[src/rtl/alu_hs.sv]
// alu_hs: handshaked ALU sitting between operand read and writeback.
//
// Single-cycle ops (logic, arithmetic, shifts, compares) produce a result the
// cycle after they are accepted. With the macro ALU_HS_MULDIV_EN defined, the
// opcodes MUL/MULHU/DIVU/REMU (17..20) run on an iterative shift-add /
// restoring-divide unit taking W steps. Without the macro those opcodes are
// reported as illegal and no multiply/divide hardware is built.
//
// Handshake: a request moves when in_valid && in_ready; a result moves when
// out_valid && out_ready. out_valid stays high, and res/carry/z/err stay
// stable, until the result is taken (or reset).
//
// Ports:
//   clk, rst_n        clock, synchronous active-low reset
//   in_valid/in_ready request handshake
//   op, op1, op2      opcode and operands (captured at accept)
//   out_valid/out_ready result handshake
//   res, carry, z, err result, carry/borrow, zero flag, illegal-op flag
module alu_hs #(
    parameter int W = 32
) (
    input  logic         clk,
    input  logic         rst_n,
    input  logic         in_valid,
    output logic         in_ready,
    input  logic [4:0]   op,
    input  logic [W-1:0] op1,
    input  logic [W-1:0] op2,
    output logic         out_valid,
    input  logic         out_ready,
    output logic [W-1:0] res,
    output logic         carry,
    output logic         z,
    output logic         err
);
    localparam int SHW = $clog2(W);

    localparam logic [4:0] OP_LHI = 5'd0,  OP_ADD = 5'd1,  OP_SUB  = 5'd2,  OP_AND  = 5'd3;
    localparam logic [4:0] OP_OR  = 5'd4,  OP_XOR = 5'd5,  OP_SLL  = 5'd6,  OP_SRL  = 5'd7;
    localparam logic [4:0] OP_SELZ = 5'd8, OP_SELNZ = 5'd9, OP_SEQ = 5'd10, OP_SLE  = 5'd11;
    localparam logic [4:0] OP_SLT = 5'd12, OP_SNE = 5'd13, OP_SRA  = 5'd14, OP_INC4 = 5'd15;
    localparam logic [4:0] OP_SLTS = 5'd16, OP_MUL = 5'd17, OP_MULHU = 5'd18;
    localparam logic [4:0] OP_DIVU = 5'd19, OP_REMU = 5'd20;

`ifdef ALU_HS_MULDIV_EN
    typedef enum logic [1:0] {IDLE = 2'd0, BUSY = 2'd1, DONE = 2'd2} state_t;
`else
    typedef enum logic [1:0] {IDLE = 2'd0, DONE = 2'd2} state_t;
`endif

    state_t         state_q, state_d;
    logic [W-1:0]   res_q, res_d;
    logic           carry_q, carry_d, z_q, z_d, err_q, err_d;

    // ---------------- single-cycle datapath ----------------
    logic [SHW-1:0] sh;
    logic [W:0]     alu_w;      // {carry, result}
    logic           illegal;
    logic           is_muldiv;

    assign sh = op2[SHW-1:0];

    always_comb begin
        alu_w     = '0;
        illegal   = 1'b0;
        is_muldiv = 1'b0;
        case (op)
            OP_LHI:   alu_w = {1'b0, op2 << (W/2)};
            OP_ADD:   alu_w = {1'b0, op1} + {1'b0, op2};
            OP_SUB:   alu_w = {1'b0, op1} - {1'b0, op2};   // bit W = borrow
            OP_AND:   alu_w = {1'b0, op1 & op2};
            OP_OR:    alu_w = {1'b0, op1 | op2};
            OP_XOR:   alu_w = {1'b0, op1 ^ op2};
            OP_SLL:   alu_w = {1'b0, op1 << sh};
            OP_SRL:   alu_w = {1'b0, op1 >> sh};
            OP_SRA:   alu_w = {1'b0, $signed(op1) >>> sh};
            OP_SELZ:  alu_w = {1'b0, (op1 == {W{1'b0}}) ? op2 : {W{1'b0}}};
            OP_SELNZ: alu_w = {1'b0, (op1 != {W{1'b0}}) ? op2 : {W{1'b0}}};
            OP_SEQ:   alu_w = {{W{1'b0}}, op1 == op2};
            OP_SLE:   alu_w = {{W{1'b0}}, op1 <= op2};
            OP_SLT:   alu_w = {{W{1'b0}}, op1 < op2};
            OP_SNE:   alu_w = {{W{1'b0}}, op1 != op2};
            OP_INC4:  alu_w = {1'b0, op1} + (W+1)'(4);
            OP_SLTS:  alu_w = {{W{1'b0}}, $signed(op1) < $signed(op2)};
`ifdef ALU_HS_MULDIV_EN
            OP_MUL, OP_MULHU, OP_DIVU, OP_REMU: is_muldiv = 1'b1;
`endif
            default:  illegal = 1'b1;
        endcase
    end

`ifdef ALU_HS_MULDIV_EN
    // ---------------- iterative multiply / divide ----------------
    // md_kind: 0 MUL, 1 MULHU, 2 DIVU, 3 REMU. Bit 1 selects divide, bit 0
    // selects the high half (product high / remainder) as the result.
    // Multiply: {hi,lo} starts as {0, multiplier}; each step adds the
    // multiplicand into hi when lo[0] is set, then shifts {carry,hi,lo} right.
    // Divide: lo starts as the dividend, hi is the partial remainder; each step
    // shifts one dividend bit into hi and subtracts the divisor if it fits.
    // A zero divisor always "fits", giving an all-ones quotient and a
    // remainder equal to the dividend without special casing.
    logic [1:0]     md_kind_q, md_kind_d;
    logic [W-1:0]   md_a_q, md_a_d, md_hi_q, md_hi_d, md_lo_q, md_lo_d;
    logic [SHW-1:0] cnt_q, cnt_d;
    logic [1:0]     op_kind;
    logic [W:0]     mul_sum, div_sh;
    logic [W-1:0]   step_hi, step_lo, md_res;

    localparam logic [SHW-1:0] LAST = SHW'(W - 1);

    assign op_kind = 2'(op - OP_MUL);

    always_comb begin
        mul_sum = {1'b0, md_hi_q} + (md_lo_q[0] ? {1'b0, md_a_q} : {(W+1){1'b0}});
        div_sh  = {md_hi_q, md_lo_q[W-1]};
        if (!md_kind_q[1]) begin
            step_hi = mul_sum[W:1];
            step_lo = {mul_sum[0], md_lo_q[W-1:1]};
        end else if (div_sh >= {1'b0, md_a_q}) begin
            step_hi = W'(div_sh - {1'b0, md_a_q});
            step_lo = {md_lo_q[W-2:0], 1'b1};
        end else begin
            step_hi = div_sh[W-1:0];
            step_lo = {md_lo_q[W-2:0], 1'b0};
        end
        md_res = md_kind_q[0] ? step_hi : step_lo;
    end
`endif

    // ---------------- control FSM ----------------
    always_comb begin
        state_d  = state_q;
        res_d    = res_q;
        carry_d  = carry_q;
        z_d      = z_q;
        err_d    = err_q;
        in_ready = 1'b0;
`ifdef ALU_HS_MULDIV_EN
        md_kind_d = md_kind_q;
        md_a_d    = md_a_q;
        md_hi_d   = md_hi_q;
        md_lo_d   = md_lo_q;
        cnt_d     = cnt_q;
`endif
        case (state_q)
            IDLE: in_ready = 1'b1;
            DONE: begin
                // A result being taken frees the slot in the same cycle.
                in_ready = out_ready;
                if (out_ready) state_d = IDLE;
            end
`ifdef ALU_HS_MULDIV_EN
            BUSY: begin
                md_hi_d = step_hi;
                md_lo_d = step_lo;
                cnt_d   = cnt_q + 1'b1;
                if (cnt_q == LAST) begin
                    state_d = DONE;
                    res_d   = md_res;
                    carry_d = 1'b0;
                    z_d     = (md_res == {W{1'b0}});
                    err_d   = 1'b0;
                end
            end
`endif
            default: state_d = IDLE;
        endcase

        if (in_valid && in_ready) begin
`ifdef ALU_HS_MULDIV_EN
            if (is_muldiv) begin
                state_d   = BUSY;
                cnt_d     = '0;
                md_kind_d = op_kind;
                md_a_d    = op_kind[1] ? op2 : op1;
                md_lo_d   = op_kind[1] ? op1 : op2;
                md_hi_d   = '0;
            end else
`endif
            begin
                state_d = DONE;
                res_d   = alu_w[W-1:0];
                carry_d = alu_w[W];
                z_d     = (alu_w[W-1:0] == {W{1'b0}});
                err_d   = illegal;
            end
        end
    end

    always_ff @(posedge clk) begin
        if (!rst_n) begin
            state_q <= IDLE;
            res_q   <= '0;
            carry_q <= 1'b0;
            z_q     <= 1'b0;
            err_q   <= 1'b0;
        end else begin
            state_q <= state_d;
            res_q   <= res_d;
            carry_q <= carry_d;
            z_q     <= z_d;
            err_q   <= err_d;
        end
    end

`ifdef ALU_HS_MULDIV_EN
    always_ff @(posedge clk) begin
        if (!rst_n) begin
            md_kind_q <= '0;
            md_a_q    <= '0;
            md_hi_q   <= '0;
            md_lo_q   <= '0;
            cnt_q     <= '0;
        end else begin
            md_kind_q <= md_kind_d;
            md_a_q    <= md_a_d;
            md_hi_q   <= md_hi_d;
            md_lo_q   <= md_lo_d;
            cnt_q     <= cnt_d;
        end
    end
`endif

    assign out_valid = (state_q == DONE);
    assign res       = res_q;
    assign carry     = carry_q;
    assign z         = z_q;
    assign err       = err_q;

endmodule

[config.mk]
export PLATFORM = sky130hd
export DESIGN_NAME = alu_hs
export DESIGN_NICKNAME = d
export VERILOG_FILES = /design/src/rtl/alu_hs.sv
export SDC_FILE = /design/constraint.sdc
export NUM_CORES = 1
export LEC_CHECK = 0
export CAP_MARGIN = 0
export CORE_ASPECT_RATIO = 1.4
export CORE_MARGIN = 1
export CORE_UTILIZATION = 49
export CTS_BUF_LIST = sky130_fd_sc_hd__clkbuf_2 sky130_fd_sc_hd__clkbuf_4 sky130_fd_sc_hd__clkbuf_8
export DETAILED_ROUTE_END_ITERATION = 12
export PLACE_DENSITY = 0.72
export SLEW_MARGIN = 20
export SYNTH_ARGS = -nofsm -noshare
export SYNTH_HDL_FRONTEND = slang
export SYNTH_SLANG_ARGS = --single-unit
[constraint.sdc]
create_clock -name clk -period 4.55 [get_ports clk]
set_input_delay 0.455 -clock clk [delete_from_list [all_inputs] [get_ports clk]]
set_output_delay 0.455 -clock clk [all_outputs]
set_load 0.01 [all_outputs]
==> results of run 1 <==
==> per-stage QoR <==
step,cells,TNS (ns)
4_1_cts,2566,0
3_5_place_dp,2558,-0.5570
3_3_place_gp,2558,-0.5230
2_1_floorplan,1823,0
==> synth_stat cells (all sizes together) (31+ instances only) <==
| library cell | number | area [sq um] |
|---|---|---|
| nand3 | 59 | 295.3 |
| inv | 103 | 386.6 |
| nand4 | 33 | 206.5 |
| ha | 112 | 1401 |
| mux4 | 33 | 743.2 |
| a211oi | 46 | 350.3 |
| nor3 | 62 | 315.3 |
| buf | 55 | 291.5 |
| xnor2 | 46 | 402.9 |
| nor4 | 35 | 225.2 |
| o22ai | 31 | 193.9 |
| clkbuf | 106 | 397.9 |
| dfxtp | 36 | 720.7 |
| a21oi | 116 | 584.3 |
| nand2 | 152 | 570.6 |
| nor2 | 202 | 758.2 |
| o21ai | 91 | 455.4 |
| mux2i | 56 | 573.1 |
==> routing by layer <==
metal / GRT overflow / GRT usage
met5: 0 / 0
met4: 6 / 0.5989
met3: 0 / 0.2827
met2: 5 / 0.8603
met1: 0 / 0.6587
==> cells by family after synthesis <==
logic type / after synthesis / synth area share
xor+xnor: 50 / 0.03495
flops: 36 / 0.05751
simple gates: 681 / 0.2657
mux: 116 / 0.1296
fa+ha+maj: 114 / 0.1150
buf+inv: 265 / 0.08617
compound gates: 561 / 0.3110
==> what timing repair did <==
action | 4_1_cts
resized for setup | 8
setup endpoints to repair | 1
pin swaps | 0
endpoints found under the hold margin | 0
==> key figures, run 1 <==
Placement
  • Setup WS pre-CTS: -0.4064 ns
  • Port Buffer Count: 109
  • RD Place Congestion: about 1.2
  • Area after detailed placement: ~17,000 sq um
  • DP HPWL: between 60 and 70 mm

Floorplanning
  • Row count: 68
  • Num ports: between 100 and 150
  • Initial core utilization: 0.5044
  • Die height: 191.2 microns
  • Horizontal extent of the die: 137.2 microns

Synthesis
  • EDFF count, synth: 0
  • Synthesized instance count: 1,823
  • FF+latch count, synth: 36
  • Most common flop cell mapped by yosys: sky130_fd_sc_hd__dfxtp_1
  • Warnings from Yosys: 0
  • Mapped cell area: 12,530 sq um
  • Fraction of synthesis flops using an asynchronous set or reset pin: 0
  • Mean area per synthesized cell: roughly 7 sq um
  • Mapped Nets: 2,010
  • Synth unique cells: a little under 90
  • Post-synthesis sequential area ratio: 0.05751

Outcome
  • Failing step: 5_1_grt
  • Result of the run: stopped before the end
  • Tool error message: [ERROR GRT-0116] Global routing finished with congestion. Check the congestion regions in the DRC Viewer.

Clock tree
  • Number of buffers inserted by post-CTS setup repair: 0
  • CTS root buffer: sky130_fd_sc_hd__clkbuf_8
  • Deepest clock path buffer count: 2
  • CTS Hold Bufs: 0
  • CTS sink cnt: 36
  • CTS Buf Count: 5
  • H-Tree Level Count: 2

Global routing
  • Pin count of the biggest net entering global routing: 84
  • Total global-route track usage: 0.6113
  • First-pass GRT wire length: 117.6 mm
  • Via count of the first global-routing pass: ~19,000
  • Residual overflow from global routing: 11
==> run 2: changes to the inputs <==
==> config.mk (replaced) <==
export PLATFORM = sky130hd
export DESIGN_NAME = alu_hs
export DESIGN_NICKNAME = d
export VERILOG_FILES = /design/src/rtl/alu_hs.sv
export SDC_FILE = /design/constraint.sdc
export NUM_CORES = 1
export LEC_CHECK = 0
export CAP_MARGIN = 0
export CORE_MARGIN = 1
export CORE_UTILIZATION = 34
export DETAILED_ROUTE_END_ITERATION = 12
export PLACE_DENSITY_LB_ADDON = 0.15
export SLEW_MARGIN = 20
export SYNTH_ARGS = -nofsm -noshare
export SYNTH_HDL_FRONTEND = slang
export SYNTH_SLANG_ARGS = --single-unit
==> constraint.sdc (replaced) <==
create_clock -name clk -period 5.9 [get_ports clk]
set_input_delay 0.59 -clock clk [delete_from_list [all_inputs] [get_ports clk]]
set_output_delay 0.59 -clock clk [all_outputs]
set_load 0.01 [all_outputs]
==> run 2 against run 1 <==
Compared with the run above:
- the flow now finishes, with violations (design-rule violations)
- synthesized cell count unchanged
- area after synthesis is the same
==> key figures, run 2 <==
Outcome
  • Result of the run: complete, but fails checks
  • Failing checks: design-rule violations

Clock tree
  • CTS clock-pin slew for the worst setup and hold paths: 0.05 ns
  • Deepest clock path buffer count: 2
  • Number of buffers inserted by post-CTS setup repair: 0
  • CTS sink cnt: 36
  • CTS Hold Bufs: 0
  • # resized after CTS: 0
  • CTS Buf Count: 5
  • CTS root buffer: sky130_fd_sc_hd__clkbuf_16
  • Clock tree from TritonCTS: built
  • H-Tree Level Count: 2
  • Insertion delay of the later-clocked pin in the worst-skew pair: 0.28 ns

Worst setup path
  • CP Data Required Time: between 6 and 7 ns
  • Crit path launch type: input port
  • Worst Path Class, Setup: in -> reg
  • Worst Setup End Kind: register
  • Worst setup path start: op1[0]
  • Highest net fanout along the worst path: 8
  • Worst setup path endpoint: z$_SDFFE_PN0P_
  • Critical R2R Launch: state_q[1]$_SDFFE_PN0P_
  • Critical path's top delay family: compound AO/OA/AOI/OAI gates
  • Worst reg2reg setup slack: 2.94 ns
  • Slowest cell on crit path: sky130_fd_sc_hd__clkdlybuf4s50_1
  • Data arrival, critical path: ~5.7 ns
  • Path length in cells of the critical path: 16
  • Reg-to-Reg End: z$_SDFFE_PN0P_
  • Count of buffer and inverter cells on the critical path: 3
  • Series of cell instances along the critical path: clkdlybuf4s50_1 -> inv_1 -> ha_1 -> fa_1 -> o21bai_1 -> a21oi_1 -> o221ai_1 -> buf_4 -> xnor2_1 -> o2111ai_1 -> a211oi_1 -> nand4_1 -> nor4b_2 -> nand4_1 -> or4_1 -> o41ai_2
  • CP dominant cell by count: sky130_fd_sc_hd__nand4_1
  • Count of cells along the worst register-to-register path: 12
  • Delay of the slowest cell on the worst path: 0.69 ns

Placement
  • DP HPWL: 62.00 mm
  • RD Place Congestion: 1.034
  • Port Buffer Count: approximately 110

Timing
  • Total Neg Setup Slack: 0 ns
  • Setup repair after global routing missed its margin: no
  • Setup-violating endpoint count in the final report: 0
  • Worst slack on hold paths: 0.4528 ns
  • Number of max-slew violations in the final report: 0
  • Final number of hold-violating endpoints: 0
  • Headroom to the max-slew limit: 0.3133
  • Final critical path time including I/O delays and setup: 5.556 ns
  • Final clock period utilization by the worst path: 0.9417
  • Worst clock skew on the final layout: 0.003136 ns
  • Worst-Margin Slew: 1.019 ns
  • Fmax: 180.0 MHz

Final layout
  • Filler Cell Count: 3,855
  • Fraction of the core area covered by cells at the end of the flow: 0.4134
  • Fin nets: 2,113
  • Max reg flops: 32
  • Most common cell after layout, fill and taps aside: sky130_fd_sc_hd__nor2_1
  • Area added between synthesis and finish: 18.49%
  • Commonest non-fill, non-tap cells in the layout: sky130_fd_sc_hd__nor2_1, sky130_fd_sc_hd__nand2_1, sky130_fd_sc_hd__buf_4, sky130_fd_sc_hd__a21oi_1, sky130_fd_sc_hd__ha_1
  • Share of cells above drive strength 1: 0.1345

Worst hold path
  • Min-Delay Startpoint: res[21]$_SDFFE_PN0P_
  • Worst Hold Path Cells: 2
  • Kind of path behind the tightest hold check: reg -> reg

Floorplanning
  • Initial core utilization: 0.3489
  • Std-Cell Core Area: 35,910 sq um
  • Horizontal extent of the die: 194.0 microns
  • Die height: 194.0 microns
  • Row count: 69
  • Floorplan die area: 37,630 sq um
  • Num ports: 110

Synthesis
  • Mapped cell area: 12,530 sq um
  • Most common flop cell mapped by yosys: sky130_fd_sc_hd__dfxtp_1
  • Most frequent cells after synthesis: sky130_fd_sc_hd__nor2_1, sky130_fd_sc_hd__nand2_1, sky130_fd_sc_hd__a21oi_1
  • Synth unique cells: 88
  • Most frequently used cell type in the post-synthesis netlist: sky130_fd_sc_hd__nor2_1
  • Library cell with the largest summed area after synthesis: sky130_fd_sc_hd__ha_1
  • FF+latch count, synth: 36
  • Mapped Nets: between 2,000 and 2,500
  • EDFF count, synth: 0
  • Synthesized instance count: 1,823
  • Mean area per synthesized cell: slightly below 7 sq um
  • Post-synthesis sequential area ratio: 0.05751
  • Top post-synthesis cells by area: sky130_fd_sc_hd__ha_1, sky130_fd_sc_hd__nor2_1, sky130_fd_sc_hd__mux4_2
  • Warnings from Yosys: 0
  • Fraction of synthesis flops using an asynchronous set or reset pin: 0
  • Area fraction of the dominant cell type after synthesis: 0.1118

Power
  • Power density over the cells: roughly 130 nW/um^2
  • Worst ir drop on vdd: 0.1042 mV
  • Static leakage: 0.005947 uW

Route
  • Total wirelength of the detailed-routed design: 77.00 mm
  • Routed len/inst: 32.23 microns
  • Residual antenna-violating net count after detailed routing: 0
  • Via Count: 16,270
  • Number of DRC markers after the initial detailed-route iteration: 2,274
  • Detail-routed via count per cell: 6.810
  • Initial DRT Pass Iterations: 12
  • Post-route DRC violation count: 2

Global routing
  • First-pass GRT wire length: 109.2 mm
  • Pin count of the biggest net entering global routing: 85
  • Total global-route track usage: 0.3933
  • Via count of the first global-routing pass: between 15,000 and 20,000
  • Initial antenna violation count: 4
  • Residual overflow from global routing: 0

Flow run
  • Max-capacitance violation count: 0
-- run 2: cell counts after synthesis --
Identical to the previous run, type by type.
-- run 2: cell families (layout without fill, tap and decap cells) --
| family | Yosys count | after routing | synth area share |
|---|---|---|---|
| and+or+nand+nor | 681 | 681 | 0.2657 |
| AOI/OAI and AO/OA | 561 | 561 | 0.3110 |
| buffers and inverters | 265 | 368 | 0.08617 |
| muxes | 116 | 116 | 0.1296 |
| adders and majority gates | 114 | 114 | 0.1150 |
| xor gates and xnor gates | 50 | 50 | 0.03495 |
| DFF | 36 | 36 | 0.05751 |
| other | 0 | 2 | 0 |
-- run 2: stage by stage --
step / instance area, sq um / setup WS, ns / cells / total power, uW
after floorplan: 12530 / 0.8656 / 1823 / 1004
final: 14850 / 0.3442 / 2389 / 1864
after CTS: 14840 / 0.5053 / 2387 / 1818
after detailed placement: 14690 / 0.2287 / 2380 / 1543
after global routing: 14840 / 0.1712 / 2387 / 1937
after global placement: 14690 / 0.2351 / 2380 / 1550
-- run 2: worst min path at each step --
stage | to | slack [ns]
CTS | res[21]$_SDFFE_PN0P_ | 0.46
global route | res[21]$_SDFFE_PN0P_ | 0.47
global placement | res[21]$_SDFFE_PN0P_ | 0.44
floorplan | res[19]$_SDFFE_PN0P_ | 0.48
finish | res[21]$_SDFFE_PN0P_ | 0.45
detailed placement | res[21]$_SDFFE_PN0P_ | 0.45
-- run 2: power breakdown --
group	switching (uW)	internal (uW)	total [uW]
Sequential	9.11	263	272
Combinational	849	476	1320
Clock	90.4	177	267
-- run 2: routing by layer --
metal  wire length, microns  part of all wire  track usage
met5                     27           0.00035            0
met4                   4824             0.063       0.2178
met3                   7355             0.096      0.05305
met2                  33710              0.44       0.6227
met1                  31090              0.40       0.5142
-- run 2: tightest hold or removal path, cell delays in order (launching register included) --
cell	delay, ns
sky130_fd_sc_hd__dfxtp_1	0.30
sky130_fd_sc_hd__nand2_1	0.05
sky130_fd_sc_hd__a21oi_1	0.05
-- run 2: final cells by class --
type	instances	area, sq um	share of cell area
timing repair buffer	257	2250	0.1515
multi-input combinational	1522	10750	0.7242
antenna	2	5.005	0.0003371
inverter	104	390.4	0.02629
clock buffer	7	152.6	0.01028
sequential	36	720.7	0.04854
tap	461	576.8	0.03885
Note: power is estimated with default switching activity, not from simulation.
==> run 3: changes to the inputs <==
--- a/config.mk
+++ b/config.mk
@@ -6,7 +6,6 @@
 export NUM_CORES = 1
 export LEC_CHECK = 0
 export CAP_MARGIN = 0
-export CORE_MARGIN = 1
 export CORE_UTILIZATION = 34
 export DETAILED_ROUTE_END_ITERATION = 12
 export PLACE_DENSITY_LB_ADDON = 0.15
==> constraint.sdc (replaced) <==
create_clock -name clk -period 6.2 [get_ports clk]
set_input_delay 0.62 -clock clk [delete_from_list [all_inputs] [get_ports clk]]
set_output_delay 0.62 -clock clk [all_outputs]
set_load 0.01 [all_outputs]
==> run 3 against run 2 <==
Compared with the run above:
- the run still ends with design-rule violations left
- sequential cell count unchanged
- largest cell class unchanged
- clock skew increased by 0.0028 ns
- combinational power decreased by 7%
- critical endpoint unchanged
- largest power group unchanged
- sequential power decreased by 5%
- highest routed layer unchanged
- non-clock buffer count decreased by 47
==> key figures, run 3 (synthesis results as in run 2) <==
Worst setup path
  • Crit path launch type: input port
  • Highest net fanout along the worst path: 12
  • Worst Path Class, Setup: in -> reg
  • Worst Setup End Kind: register
  • CP Data Required Time: around 6.4 ns
  • Worst reg2reg setup slack: 3.25 ns
  • Data arrival, critical path: a little under 6 ns

Clock tree
  • Number of buffers inserted by post-CTS setup repair: 0
  • CTS clock-pin slew for the worst setup and hold paths: 0.06 ns
  • CTS sink cnt: 36
  • Insertion delay of the later-clocked pin in the worst-skew pair: 0.29 ns
  • CTS root buffer: sky130_fd_sc_hd__clkbuf_16
  • CTS Buf Count: 5
  • Deepest clock path buffer count: 2
  • CTS Hold Bufs: 0
  • # resized after CTS: 0
  • H-Tree Level Count: 2
  • Clock tree from TritonCTS: built

Timing
  • Setup-violating endpoint count in the final report: 0
  • Setup repair after global routing missed its margin: no
  • Final critical path time including I/O delays and setup: 5.575 ns
  • Headroom to the max-slew limit: 0.2788
  • Final number of hold-violating endpoints: 0
  • Final clock period utilization by the worst path: 0.8991
  • Total Neg Setup Slack: 0 ns
  • Number of max-slew violations in the final report: 0
  • Worst clock skew on the final layout: 0.005971 ns
  • Worst-Margin Slew: around 1.1 ns
  • Fmax: 179.4 MHz
  • Worst slack on hold paths: 0.4577 ns

Global routing
  • M2 GR Usage: 0.5909
  • Residual overflow from global routing: 0
  • Fraction of met1 tracks used by global routing: 0.4974
  • Met3 track utilization from global routing: 0.07532
  • Total global-route track usage: 0.3855
  • Initial antenna violation count: 5
  • Pin count of the biggest net entering global routing: 85
  • Via count of the first global-routing pass: between 15,000 and 20,000
  • Gr busiest metal: met2
  • First-pass GRT wire length: 106.9 mm

Outcome
  • Failing checks: design-rule violations
  • Result of the run: complete, but fails checks

Final layout
  • Commonest non-fill, non-tap cells in the layout: sky130_fd_sc_hd__nor2_1, sky130_fd_sc_hd__nand2_1, sky130_fd_sc_hd__a21oi_1, sky130_fd_sc_hd__ha_1, sky130_fd_sc_hd__clkdlybuf4s50_1
  • Max reg flops: 32
  • Most common cell after layout, fill and taps aside: sky130_fd_sc_hd__nor2_1
  • Area added between synthesis and finish: 15.33%
  • Fin nets: 2,066
  • Share of cells above drive strength 1: 0.1128
  • Fraction of the core area covered by cells at the end of the flow: 0.4024
  • Final Non-Filler Cells: 2,343
  • Filler Cell Count: 3,847

Route
  • Via Count: 16,220
  • Routed len/inst: 32.13 microns
  • Post-route DRC violation count: 2
  • Initial DRT Pass Iterations: 10
  • Detail-routed via count per cell: ~6.9
  • Total wirelength of the detailed-routed design: 75.29 mm
  • Residual antenna-violating net count after detailed routing: 0
  • Number of DRC markers after the initial detailed-route iteration: 2,318

Power
  • Clock power share: 0.150
  • Combinational power share: 0.702
  • Worst ir drop on vdd: 0.09556 mV
  • Net switching power: 906.2 uW
  • Sequential share of power: 0.148
  • Static leakage: 0.005700 uW
  • Int Pwr: roughly 840 uW
  • Power density over the cells: ~120 nW/um^2
  • Fraction of power spent switching nets: 0.5188

Floorplanning
  • Initial core utilization: 0.3489
  • Floorplan die area: 37,630 sq um
  • Num ports: 110
  • Std-Cell Core Area: 35,910 sq um
  • Row count: 69
  • Die height: around 190 microns
  • Horizontal extent of the die: 194.0 microns

Placement
  • Port Buffer Count: 109
  • Number of cells after detailed placement: roughly 2,300
  • DP HPWL: about 60 mm
  • RD Place Congestion: ~1.0

Worst hold path
  • Kind of path behind the tightest hold check: reg -> reg

Flow run
  • Max-capacitance violation count: 0
-- run 3: cell types whose count changed in the layout (fill, tap and decap cells not counted), sizes merged --
cell      change
buf          -47
clkinvlp      +2
clkbuf        -1
-- run 3: metrics by stage --
stage               area (sq um)  setup WS [ns]  total power [uW]
floorplan                  12530          1.136             955.2
global placement           14290         0.5195              1444
detailed placement         14290         0.4425              1436
CTS                        14450         0.7157              1706
global route               14450         0.3494              1818
finish                     14450         0.6253              1747
-- run 3: worst paths after layout --
kind | startpoint | endpoint | cells after the start
worst max register to register | state_q[1]$_SDFFE_PN0P_ | z$_SDFFE_PN0P_ | 12
worst max-delay path | op1[3] | z$_SDFFE_PN0P_ | 14
worst min-delay path | res[21]$_SDFFE_PN0P_ | res[21]$_SDFFE_PN0P_ | 2
worst min register to register | res[21]$_SDFFE_PN0P_ | res[21]$_SDFFE_PN0P_ | 2
-- run 3: layout make-up --
type,instances,area [sq um],share of cell area
Antenna cell,2,5.005,0.0003463
Clock buffer,6,138.9,0.009610
Clock inverter,2,15.01,0.001039
Inverter,104,390.4,0.02701
Multi-Input combinational cell,1522,10750,0.7435
Sequential cell,36,720.7,0.04987
Tap cell,461,576.8,0.03991
Timing Repair Buffer,210,1859,0.1287
-- run 3: per-layer routing --
metal / vias to the layer above / routed length, microns
li1: 6941 / -
met1: 7847 / 30260
met2: 1148 / 32450
met3: 282 / 7326
met4: 6 / 5217
met5: - / 40
-- run 3: power groups by stage --
stage | Sequential, uW | Combinational [uW] | Clock [uW]
floorplan | 272 | 683 | 0
global placement | 264 | 1180 | 0
detailed placement | 264 | 1170 | 0
CTS | 259 | 1180 | 270
global route | 261 | 1280 | 279
finish | 259 | 1230 | 263
-- run 3: critical path, cell delays in order --
cell                              delay [ns]
sky130_fd_sc_hd__clkdlybuf4s50_1        0.64
sky130_fd_sc_hd__inv_1                  0.17
sky130_fd_sc_hd__ha_1                   0.15
sky130_fd_sc_hd__nor4b_1                0.29
sky130_fd_sc_hd__nand4_1                0.22
sky130_fd_sc_hd__or3_1                  0.50
sky130_fd_sc_hd__mux2i_4                0.53
sky130_fd_sc_hd__o221ai_1               0.22
sky130_fd_sc_hd__a2111oi_0              0.85
sky130_fd_sc_hd__nand4_1                0.26
sky130_fd_sc_hd__nor4b_2                0.40
sky130_fd_sc_hd__nand4_1                0.15
sky130_fd_sc_hd__or4_1                  0.56
sky130_fd_sc_hd__o41ai_2                0.20
